$ cat config.mk
export PLATFORM = sky130hd
export DESIGN_NAME = udp_line_packer
export DESIGN_NICKNAME = d
export VERILOG_FILES = /design/src/rtl/udp_pkg.sv /design/src/rtl/udp_line_packer.sv
export SDC_FILE = /design/constraint.sdc
export NUM_CORES = 1
export LEC_CHECK = 0
export ABC_CLOCK_PERIOD_IN_PS = 2850
export CORE_AREA = 2 2 109 111
export DETAILED_ROUTE_END_ITERATION = 8
export DIE_AREA = 0 0 111 113
export GPL_ROUTABILITY_DRIVEN = 0
export MAX_ROUTING_LAYER = met4
export PLACE_DENSITY = 0.86
export SYNTH_ARGS = -nofsm -noshare
export SYNTH_HDL_FRONTEND = slang
export SYNTH_SLANG_ARGS = --single-unit
$ cat constraint.sdc
create_clock -name g_clk -period 2.85 [get_ports g_clk]
set_input_delay 0.57 -clock g_clk [delete_from_list [all_inputs] [get_ports g_clk]]
set_output_delay 0.57 -clock g_clk [all_outputs]
set_load 0.005 [all_outputs]
$ cat src/rtl/udp_pkg.sv
`default_nettype none
// ============================================================================
// Module  : udp_pkg
// Brief   : Shared header sizes and line-packer state encoding.
// Rev     : 1.0  initial release
// ============================================================================
package udp_pkg;

    localparam int UDP_HDR_BYTES = 8;
    localparam int IP_HDR_BYTES  = 20;

    typedef enum logic [2:0] {
        ST_IDLE = 3'd0,
        ST_LINE = 3'd1,
        ST_PAD  = 3'd2,
        ST_DROP = 3'd3,
        ST_SYNC = 3'd4
    } state_t;

endpackage
`default_nettype wire

$ cat src/rtl/udp_line_packer.sv
`default_nettype none
// ============================================================================
// Module  : udp_line_packer
// Brief   : Packs 16-bit pixel pairs into 32-bit tx FIFO words, one UDP line.
// Rev     : 1.0  initial release
// ============================================================================
module udp_line_packer
    import udp_pkg::*;
#(
    parameter int H_ACTIVE = 640,
    parameter int V_ACTIVE = 480
) (
    input  logic        g_clk,
    input  logic        reset_n,
    input  logic        pix_valid,
    input  logic [15:0] pix_data,
    input  logic        pix_sof,
    input  logic        pix_eol,
    output logic        pix_ready,
    input  logic        fifo_afull,
    output logic        fifo_wr_en,
    output logic [31:0] fifo_wr_data,
    output logic        frame_sync,
    output logic        line_sync,
    output logic [15:0] line_number,
    output logic [11:0] v_height,
    output logic [15:0] tx_data_length,
    output logic [15:0] tx_total_length,
    output logic        err_sticky
);

    localparam int CNT_W = 11;
    localparam logic [CNT_W-1:0] c_h_last  = CNT_W'(H_ACTIVE - 1);
    localparam logic [CNT_W-1:0] c_h_total = CNT_W'(H_ACTIVE);
    localparam logic [11:0]      c_v_last  = 12'(V_ACTIVE - 1);

    state_t             r_state;
    logic [CNT_W-1:0]   r_pix_cnt;
    logic [15:0]        r_even;
    logic               r_wr_en;
    logic [31:0]        r_wr_data;
    logic               r_frame_sync;
    logic [11:0]        r_line_cnt;
    logic [11:0]        r_line_number;
    logic               r_err;
    logic               r_sof_pend;

    state_t             w_state_next;
    logic [CNT_W-1:0]   w_cnt_next;
    logic [CNT_W-1:0]   w_pad_cnt;
    logic               w_ready;
    logic               w_wr_en_next;
    logic [31:0]        w_wr_data_next;
    logic               w_even_load;
    logic               w_err_set;
    logic               w_sof_set;
    logic               w_sof_clr;
    logic               w_frame_start;
    logic               w_line_inc;
    logic               w_sof_midline;

    // An odd count means an even pixel is half-packed; pad completes that word first.
    assign w_pad_cnt     = r_pix_cnt + (r_pix_cnt[0] ? CNT_W'(1) : CNT_W'(2));
    assign w_sof_midline = pix_sof && (r_pix_cnt != '0);

    always_comb begin
        w_state_next   = r_state;
        w_cnt_next     = r_pix_cnt;
        w_ready        = 1'b0;
        w_wr_en_next   = 1'b0;
        w_wr_data_next = 32'h0;
        w_even_load    = 1'b0;
        w_err_set      = 1'b0;
        w_sof_set      = 1'b0;
        w_sof_clr      = 1'b0;
        w_frame_start  = 1'b0;
        w_line_inc     = 1'b0;
        case (r_state)
            ST_IDLE: begin
                w_ready = 1'b1;
                if (pix_valid && pix_sof) begin
                    w_even_load   = 1'b1;
                    w_frame_start = 1'b1;
                    w_cnt_next    = CNT_W'(1);
                    if (pix_eol) begin
                        w_err_set    = 1'b1;
                        w_state_next = ST_PAD;
                    end else begin
                        w_state_next = ST_LINE;
                    end
                end
            end
            ST_LINE: begin
                w_ready = !fifo_afull && !w_sof_midline;
                if (pix_valid && w_sof_midline) begin
                    w_err_set    = 1'b1;
                    w_sof_set    = 1'b1;
                    w_state_next = ST_PAD;
                end else if (pix_valid && w_ready) begin
                    if (r_pix_cnt[0]) begin
                        w_wr_en_next   = 1'b1;
                        w_wr_data_next = {r_even, pix_data};
                    end else begin
                        w_even_load = 1'b1;
                    end
                    // sof on pixel 0 of a later line restarts the frame
                    w_frame_start = pix_sof;
                    if (r_pix_cnt == c_h_last) begin
                        w_cnt_next = '0;
                        if (pix_eol) begin
                            w_state_next = ST_SYNC;
                        end else begin
                            w_err_set    = 1'b1;
                            w_state_next = ST_DROP;
                        end
                    end else begin
                        w_cnt_next = r_pix_cnt + CNT_W'(1);
                        if (pix_eol) begin
                            w_err_set    = 1'b1;
                            w_state_next = ST_PAD;
                        end
                    end
                end
            end
            ST_PAD: begin
                if (!fifo_afull) begin
                    w_wr_en_next   = 1'b1;
                    w_wr_data_next = r_pix_cnt[0] ? {r_even, 16'h0} : 32'h0;
                    w_cnt_next     = w_pad_cnt;
                    if (w_pad_cnt == c_h_total) begin
                        w_cnt_next   = '0;
                        w_state_next = ST_SYNC;
                    end
                end
            end
            ST_DROP: begin
                w_ready = !pix_sof;
                if (pix_valid && pix_sof) begin
                    w_sof_set    = 1'b1;
                    w_state_next = ST_SYNC;
                end else if (pix_valid && pix_eol) begin
                    w_state_next = ST_SYNC;
                end
            end
            ST_SYNC: begin
                if (r_sof_pend) begin
                    w_sof_clr    = 1'b1;
                    w_state_next = ST_IDLE;
                end else if (r_line_cnt == c_v_last) begin
                    w_state_next = ST_IDLE;
                end else begin
                    w_line_inc   = 1'b1;
                    w_state_next = ST_LINE;
                end
            end
            default: begin
                w_state_next = ST_IDLE;
            end
        endcase
    end

    always_ff @(posedge g_clk or negedge reset_n) begin
        if (!reset_n) begin
            r_state       <= ST_IDLE;
            r_pix_cnt     <= '0;
            r_even        <= 16'h0;
            r_wr_en       <= 1'b0;
            r_wr_data     <= 32'h0;
            r_frame_sync  <= 1'b0;
            r_line_cnt    <= 12'h0;
            r_line_number <= 12'h0;
            r_err         <= 1'b0;
            r_sof_pend    <= 1'b0;
        end else begin
            r_state      <= w_state_next;
            r_pix_cnt    <= w_cnt_next;
            r_wr_en      <= w_wr_en_next;
            r_frame_sync <= w_frame_start;
            if (w_even_load) begin
                r_even <= pix_data;
            end
            if (w_wr_en_next) begin
                r_wr_data <= w_wr_data_next;
            end
            if (w_frame_start) begin
                r_line_cnt <= 12'h0;
            end else if (w_line_inc) begin
                r_line_cnt <= r_line_cnt + 12'h1;
            end
            // Latch the completed line's index on entry to SYNC so it holds afterwards.
            if (w_frame_start) begin
                r_line_number <= 12'h0;
            end else if (w_state_next == ST_SYNC && r_state != ST_SYNC) begin
                r_line_number <= r_line_cnt;
            end
            if (w_err_set) begin
                r_err <= 1'b1;
            end
            if (w_sof_set) begin
                r_sof_pend <= 1'b1;
            end else if (w_sof_clr) begin
                r_sof_pend <= 1'b0;
            end
        end
    end

    assign pix_ready       = w_ready;
    assign fifo_wr_en      = r_wr_en;
    assign fifo_wr_data    = r_wr_data;
    assign frame_sync      = r_frame_sync;
    assign line_sync       = (r_state == ST_SYNC);
    assign line_number     = {4'h0, r_line_number};
    assign err_sticky      = r_err;
    assign v_height        = 12'(V_ACTIVE);
    assign tx_data_length  = 16'(UDP_HDR_BYTES + 2 * H_ACTIVE);
    assign tx_total_length = 16'(UDP_HDR_BYTES + IP_HDR_BYTES + 2 * H_ACTIVE);

endmodule
`default_nettype wire

==> After elaboration in Yosys (flattened, before gate mapping) <==
Cells that the tools add are included.
{ "op_classes": {"add_sub_neg": 3, "n_eq_ne": 13, "muxes": 62, "reduce_logical": 17} }
{ "ops": {"columns": ["operator", "n"], "rows": [
  ["$mux W32", 5],
  ["$mux W11", 6],
  ["$pmux W32 S2", 1],
  ["$mux W12", 4],
  ["$pmux W11 S3", 1],
  ["$mux W3", 10],
  ["$mux W1", 26],
  ["$eq A11 B10 Y1 const B", 2],
  ["$pmux W3 S5", 1],
  ["$add A12 B1 Y12 const B", 1],
  ["$eq A12 B9 Y1 const B", 1],
  ["$add A11 B1 Y11 const B", 1],
  ["$add A11 B2 Y11", 1],
  ["$reduce_bool A11 Y1", 1],
  ["$pmux W1 S2", 5],
  ["$ne A2 B2 Y1 const B", 4],
  ["$logic_and A1 B1 Y1", 7],
  ["$eq A3 B2 Y1 const B", 2],
  ["$eq A3 B3 Y1 const B", 2],
  ["$reduce_bool A2 Y1", 3],
  ["$reduce_and A5 Y1", 1],
  ["$mux W2", 2],
  ["$eq A3 B1 Y1 const B", 1],
  ["$logic_not A1 Y1", 3],
  ["other kinds (4)", 4]
]} }
{ "totals": {"regBits": 90, "word_cells": 105} }

==> Longest topological paths before layout <==
Gate-level depths: netlist (run 1).
{ "logic_depth": {"depth_word": 12, "depth_mapped": 12, "depth_no_buf": 9} }

==> Least setup slack after synthesis (run 1) <==
No wires, ideal clock.
{ "synth_path": {"kind": "register -> register", "from": "register r_pix_cnt[0]", "to": "register r_line_number[10]", "t_arrival_ns": 2.638, "path_slack_ns": 0.087, "path_stages_with_launch": 12, "n_path_buf": 2, "period_less_slack_ns": 2.763, "cell_sequence": "dfrtp_1 > buf_2 > inv_1 > ha_1 > and2b_1 > o21ai_1 > or3_1 > nand3_1 > nand3_1 > o221ai_4 > buf_12 > mux2_4"} }
{ "synth_between": {"elab_chain_len": 11} }
{ "synth_lines": {"columns": ["element", "line", "rtl"], "rows": [
  ["start: declaration", "udp_line_packer.sv:38", "logic [CNT_W-1:0] r_pix_cnt;"],
  ["start signal: assignment", "udp_line_packer.sv:176", "r_pix_cnt <= w_cnt_next;"],
  ["branches (longest 7 deep; another with $add A11 B2 Y11)", null, null],
  ["$pmux W3 S5 *", "udp_line_packer.sv:78", "case (r_state)"],
  ["via w_state_next[2]", "udp_line_packer.sv:48", "state_t w_state_next;"],
  ["$eq A3 B3 Y1 *", "udp_line_packer.sv:193", "end else if (w_state_next == ST_SYNC && r_state != ST_SYNC) begin"],
  ["$logic_and A1 B1 Y1 *", "udp_line_packer.sv:193", null],
  ["$reduce_bool A2 Y1 (no line) *", null, null],
  ["end signal: assignment", "udp_line_packer.sv:194", "r_line_number <= r_line_cnt;"],
  ["end: declaration", "udp_line_packer.sv:44", "logic [11:0] r_line_number;"]
]} }
Mark *: on every way through the listed nets, which the timed path passes.
A chain may end at the register's enable or synchronous reset.

==> Worst setup path after layout (run 1) <==
{ "layout_path": {"from": "register r_pix_cnt[0]", "to": "register r_line_number[1]"} }
{ "layout_between": {"elab_chain_len": 11} }
{ "layout_lines": {"columns": ["element"], "rows": [
  ["branches (longest 11 deep; another with $add A11 B2 Y11)"]
]} }
Several ways; the timed one is not identified.

==> flow_metrics.py, run 1 <==
metrics = {
    "outcome": {
        "status": "completed",
    },
    "setup_path": {
        "r2r-end": "r_line_number[1]",
        "timing.reg2reg.worst_path_depth": 11,
        "endpoint": "r_line_number[1]",
        "required_ns": 3.08,
        "crit_path_end_kind": "flip-flop",
        "worst_setup_path_start_kind": "flip-flop",
        "critPathArrivalTime_ns": 2.87,
        "rrSetupSlack_ns": 0.21,
        "timing.rr.start": "r_pix_cnt[0]",
        "startpoint": "r_pix_cnt[0]",
        "path_class": "reg -> reg",
        "cp_max_fo": 5,
    },
    "cts": {
        "clockBufferDepth": 2,
        "clk_latency_ns": 0.34,
        "clockRootBuffer": "clkbuf_16",
        "cts_tree": "built",
        "cts_sinks": 90,
        "path_clk_slew_ns": 0.07,
        "h-tree-depth": 3,
        "cts_inserted_buffers": 9,
    },
    "detailed_routing": {
        "drt-initial-drc-count": 283,
        "wl_per_cell_um": 16.0,
        "drt-vias-per-instance": 5.47,
        "postRouteAntennaNets": 0,
        "vias": 3974,
        "wirelength_um": 11600,
        "dr.pass1.iters": 5,
        "post-route-drc-count": 0,
    },
    "cells_and_area": {
        "area_delta_synth_final_pct": 21.9,
        "multi_input_comb_area_mm2": 0.00234,
        "n_antenna_cell": 0,
        "drive_gt1_frac": 0.177,
        "layout.nets": 604,
        "mostFrequentLayoutCells": "dfrtp_1 (87), clkdlybuf4s50_1 (68), nand2_1 (50), conb_1 (48), o21ai_0 (38)",
        "fin_util": 0.538,
        "fillers": 982,
        "final_common_cell": "dfrtp_1",
        "regArea_mm2": 0.00226,
        "final_cell_area_mm2": 0.00607,
    },
    "synth": {
        "ys_types": 68,
        "async_flop_share": 1.00,
        "synth_area_leaders": "dfrtp_1 (45%), buf_4 (7.5%), mux2_2 (4.3%)",
        "synth_edf_count": 0,
        "yosysWarnings": 0,
        "synth_top_area_share": 0.452,
        "yosysSeqAreaShare": 0.452,
        "synth_top_area_cell": "dfrtp_1",
        "synthesis.area_mm2": 0.00498,
        "synth_cells": 496,
        "synth.avg_cell_area_um2": 10.0,
        "ys_ff_latch": 90,
        "synth_ff_type": "dfrtp_1",
    },
    "grt": {
        "grt_max_degree": 50,
        "grt_util_met3": 0.0391,
        "grt_first_pass_wirelength_um": 19400,
        "busiest_layer": "met2",
        "grt_pass1_vias": 3929,
        "grtUsageMet2": 0.327,
        "antenna_found_initial": 0,
        "grt_usage": 0.196,
        "grt-ovfl-total": 0,
        "grt_use_met1": 0.237,
    },
    "floorplanning": {
        "initial_core_util": 0.442,
        "die_w_um": 111,
        "io_pins": 119,
        "fp.dieArea_mm2": 0.0125,
        "die_h_um": 113,
        "rows": 39,
        "core-area_mm2": 0.0113,
    },
    "flow_run": {
        "max_cap_viol_count": 0,
    },
    "timing": {
        "clock.fmax_ghz": 0.379,
        "fin_crit_ns": 2.64,
        "tightest_slew_ns": 0.682,
        "setup_ws_ns": 0.209,
        "setup_viol": 0,
        "maxSlewHeadroom": 0.541,
        "finalHoldViolCount": 0,
        "skew_ns": 0.00824,
        "setup_tns_ns": 0,
        "drv_slew": 0,
        "fin_crit_sh": 0.927,
        "grt_setup_unrepaired": "no",
    },
    "place": {
        "placed_cell_area_mm2": 0.00574,
        "placement.setup.worst_slack_ns": -0.0721,
        "hpwl_um": 8200,
        "port_buffers": 70,
    },
    "worst_hold_path": {
        "hold_path_class": "in -> async",
    },
    "pwr": {
        "power.density_mw_per_mm2": 804,
        "vdd_drop_max_mv": 0.449,
        "power.leakage_uw": 0.00265,
    },
}
[repair_timing]
item / in CTS / in global routing
gates cloned: 0 / 0
gates resized for setup: 3 / 5
hold buffers: 0 / 0
pin swaps: 2 / 1
endpoints found under the setup margin: 13 / 12
buffers inserted: 3 / 0
[critical path, cell delays in order (launching register included)]
cell	delay, ns
dfrtp_1	0.38
inv_1	0.12
ha_1	0.31
and2b_1	0.20
buf_4	0.15
o21ai_0	0.19
nand4_1	0.14
a21oi_2	0.21
nand3_2	0.14
o221ai_4	0.17
buf_4	0.19
mux2_2	0.33
[routing by layer]
metal	routed length, um	part of all wire
met4	325	0.028
met3	732	0.063
met2	5820	0.50
met1	4740	0.41
met5	0	0
[power breakdown]
part | internal, uW | switching [uW] | total (uW) | leakage [uW]
clock | 620 | 504 | 1120 | 0.000133
sequential | 1600 | 311 | 1910 | 0.00119
combinational | 949 | 896 | 1840 | 0.00133
[logic make-up (layout without fill, tap and decap cells)]
| family | Yosys count | count (layout) | share of synthesized area |
|---|---|---|---|
| adder cells (fa/ha/maj) | 4 | 4 | 0.0101 |
| XOR/XNOR | 13 | 13 | 0.0229 |
| multiplexers | 30 | 30 | 0.0732 |
| other | 2 | 48 | 0.00151 |
| AO/OA/AOI/OAI | 111 | 111 | 0.150 |
| buffers and inverters | 88 | 129 | 0.116 |
| flip-flops | 90 | 90 | 0.452 |
| AND/OR/NAND/NOR | 158 | 158 | 0.174 |
[registers in the layout, indices dropped and copies added (netlist names)]
signal	cells
fifo_wr_data	32
frame_sync	1
r_line_cnt	12
err_sticky	1
fifo_wr_en	1
r_sof_pend	1
r_even	16
r_state	3
r_line_number	12
r_pix_cnt	11
[through the flow]
stage / hold slack, ns / cells / power (uW)
after floorplan: 0.274 / 542 / 3020
after CTS: 0.232 / 726 / 4880
final: 0.214 / 726 / 4880
after global placement: 0.471 / 707 / 3640
after global routing: 0.260 / 726 / 5170
after detailed placement: 0.479 / 707 / 3740
[synth_stat cells (all sizes together), types with 2 or more instances]
| master | instances |
|---|---|
| dfrtp | 90 |
| buf | 63 |
| nand2 | 52 |
| o21ai | 40 |
| mux2 | 27 |
| nor2 | 24 |
| a21oi | 22 |
| nand3 | 19 |
| a22o | 17 |
| clkbuf | 14 |
| inv | 11 |
| and2b | 10 |
| nor3 | 8 |
| nand2b | 7 |
| o22ai | 7 |
| xor2 | 7 |
| nand4 | 6 |
| xnor2 | 6 |
| nor4 | 5 |
| a221oi | 4 |
| ha | 4 |
| nor2b | 4 |
| or3 | 4 |
| a22oi | 3 |
| a31oi | 3 |
| and3 | 3 |
| mux2i | 3 |
| nor3b | 3 |
| o21a | 3 |
| or4 | 3 |
| and2 | 2 |
| conb | 2 |
| nand3b | 2 |
| o211ai | 2 |
| o221ai | 2 |
| or3b | 2 |
[worst min-delay path by stage]
stage	cells after the start	end	slack, ns
global placement	1	fifo_wr_data[29]	0.47
floorplan	0	err_sticky	0.27
CTS	1	r_pix_cnt[7]	0.23
global route	1	r_pix_cnt[7]	0.26
detailed placement	1	fifo_wr_data[17]	0.48
finish	1	r_pix_cnt[7]	0.21
[layout make-up]
| cell class | instances | share of cell area |
|---|---|---|
| clock inverter | 5 | 0.00619 |
| inverter | 11 | 0.00681 |
| multi-input combinational | 364 | 0.386 |
| tap | 143 | 0.0295 |
| sequential | 90 | 0.372 |
| timing repair buffer | 102 | 0.160 |
| clock buffer | 11 | 0.0400 |
No activity file was read; power rests on OpenSTA's default activity.
==> run 2, diff against run 1 <==
PLACE_DENSITY = 0.75   (was 0.86)
==> flow_metrics.py, run 2 (synthesized netlist as in run 1, its figures left out) <==
metrics = {
    "place": {
        "hpwl_um": 8030,
        "port_buffers": 70,
    },
    "timing": {
        "setup_tns_ns": 0,
        "tightest_slew_ns": 0.940,
        "fin_crit_ns": 2.69,
        "clock.fmax_ghz": 0.372,
        "fin_crit_sh": 0.943,
        "skew_ns": 0.00764,
        "timing.hold.ws_ns": 0.280,
        "finalHoldViolCount": 0,
        "grt_setup_unrepaired": "no",
        "setup_viol": 0,
        "maxSlewHeadroom": 0.373,
        "drv_slew": 0,
    },
    "cts": {
        "cts_inserted_buffers": 9,
        "path_clk_slew_ns": 0.07,
        "h-tree-depth": 3,
        "cts_sinks": 90,
        "clockRootBuffer": "clkbuf_16",
        "cts_tree": "built",
        "clk_latency_ns": 0.34,
        "clockBufferDepth": 2,
    },
    "detailed_routing": {
        "wl_per_cell_um": 16.1,
        "drt-initial-drc-count": 360,
        "drt-vias-per-instance": 5.39,
        "vias": 3926,
        "dr.pass1.iters": 5,
        "postRouteAntennaNets": 0,
        "wirelength_um": 11700,
        "post-route-drc-count": 0,
    },
    "pwr": {
        "p_comb_frac": 0.372,
        "p_int_uw": 3370,
        "vdd_drop_max_mv": 0.386,
        "power.leakage_uw": 0.00270,
        "power_frac_seq": 0.372,
        "power.total_uw": 5080,
        "switching_power_uw": 1710,
        "power.density_mw_per_mm2": 826,
        "power_frac_clock": 0.256,
        "p_sw_frac": 0.337,
    },
    "setup_path": {
        "crit_path_end_kind": "flip-flop",
        "rrSetupSlack_ns": 0.16,
        "critPathArrivalTime_ns": 2.90,
        "max_stage_delay_ns": 0.41,
        "slowest_stage": "dfrtp_1",
        "path_class": "reg -> reg",
        "r2r-end": "r_line_number[9]",
        "timing.rr.start": "r_pix_cnt[0]",
        "worst_setup_path_start_kind": "flip-flop",
        "cp_max_fo": 5,
        "required_ns": 3.07,
        "path_common_cell": "buf_4",
        "timing.reg2reg.worst_path_depth": 10,
        "crit_path_cell_trace": "buf_4, ha_1, o211ai_1, buf_4, nor3b_1, o21a_1, nand3_1, o221ai_4, buf_4, mux2_4",
    },
    "grt": {
        "grt_usage": 0.189,
        "grt_pass1_vias": 3852,
        "grt_max_degree": 91,
        "antenna_found_initial": 0,
        "grt-ovfl-total": 0,
        "grt_first_pass_wirelength_um": 18700,
    },
    "floorplanning": {
        "rows": 39,
        "die_w_um": 111,
        "fp.dieArea_mm2": 0.0125,
        "initial_core_util": 0.442,
        "io_pins": 119,
        "core-area_mm2": 0.0113,
        "die_h_um": 113,
    },
    "cells_and_area": {
        "drive_gt1_frac": 0.179,
        "n_antenna_cell": 0,
        "mostFrequentLayoutCells": "dfrtp_1 (88), clkdlybuf4s50_1 (68), nand2_1 (50), conb_1 (48), o21ai_0 (38)",
        "regArea_mm2": 0.00225,
        "area_delta_synth_final_pct": 23.5,
        "fillers": 979,
        "largest_register_ffs": 32,
        "multi_input_comb_area_mm2": 0.00233,
        "layout.nets": 607,
        "final_common_cell": "dfrtp_1",
    },
    "flow_run": {
        "max_cap_viol_count": 0,
    },
    "outcome": {
        "status": "completed",
    },
    "worst_hold_path": {
        "hold_path_class": "in -> async",
    },
}
[run 2: cell types whose count changed in the layout (fill, tap and decap cells not counted), sizes merged]
cell,previous run,this run
clkinvlp,2,0
buf,33,36
bufinv,0,2
clkinv,1,2
inv,13,12
clkbuf,11,10
[run 2: cell type report]
class / count / area share
sequential: 90 / 0.367
multi-input combinational: 364 / 0.380
timing repair buffer: 105 / 0.165
clock inverter: 5 / 0.0140
inverter: 11 / 0.00672
clock buffer: 10 / 0.0389
tap: 143 / 0.0291
[run 2: repair_timing]
| action | 4_1_cts | 5_1_grt |
|---|---|---|
| setup buffers | 3 | 0 |
| endpoints found under the setup margin | 13 | 12 |
| pin swaps | 2 | 1 |
| gates resized for setup | 2 | 3 |
| hold buffers | 0 | 0 |
[run 2: power groups by stage]
stage | combinational [uW] | sequential [uW] | clock, uW
after floorplan | 1220 | 1790 | 0
after global placement | 1790 | 1890 | 0
after detailed placement | 1850 | 1910 | 0
after CTS | 1880 | 1880 | 1330
after global routing | 2050 | 1930 | 1380
final | 1890 | 1890 | 1300
[run 2: per-stage QoR]
stage | area (um^2) | util | cells | setup slack (ns)
after floorplan | 5150 | - | 542 | 0.0868
after global placement | 5780 | 0.512 | 710 | -0.0259
after detailed placement | 5780 | 0.512 | 710 | -0.0678
after CTS | 6140 | 0.545 | 728 | 0.00422
after global routing | 6150 | 0.545 | 728 | 0.0642
final | 6150 | 0.545 | 728 | 0.163
[run 2: worst max path at each step]
stage                            start                 to  slack, ns  cells after the start
after floorplan           r_pix_cnt[0]  r_line_number[10]       0.09                     11
after global placement       pix_valid   r_line_number[1]      -0.03                      7
after detailed placement     pix_valid   r_line_number[0]      -0.07                      7
after CTS                 r_pix_cnt[5]          pix_ready      0.004                      6
after global routing      r_pix_cnt[0]   r_line_number[8]       0.06                     10
final                     r_pix_cnt[0]   r_line_number[9]       0.16                     10
[run 2: metal layers]
layer / up-vias / track usage / routed length [um]
met5: - / - / 0
met4: 0 / 0.0733 / 182
met3: 22 / 0.0359 / 652
met2: 168 / 0.303 / 5800
met1: 1917 / 0.239 / 5080
li1: 1819 / - / -
[run 2: worst max-delay path: cells and delay by family, from the launching register on]
family | cells | cell delay [ns]
multiplexers | 1 | 0.31
AND/OR/NAND/NOR | 2 | 0.36
flip-flops | 1 | 0.41
AO/OA/AOI/OAI | 3 | 0.69
buffers and inverters | 3 | 0.55
adder cells (fa/ha/maj) | 1 | 0.24
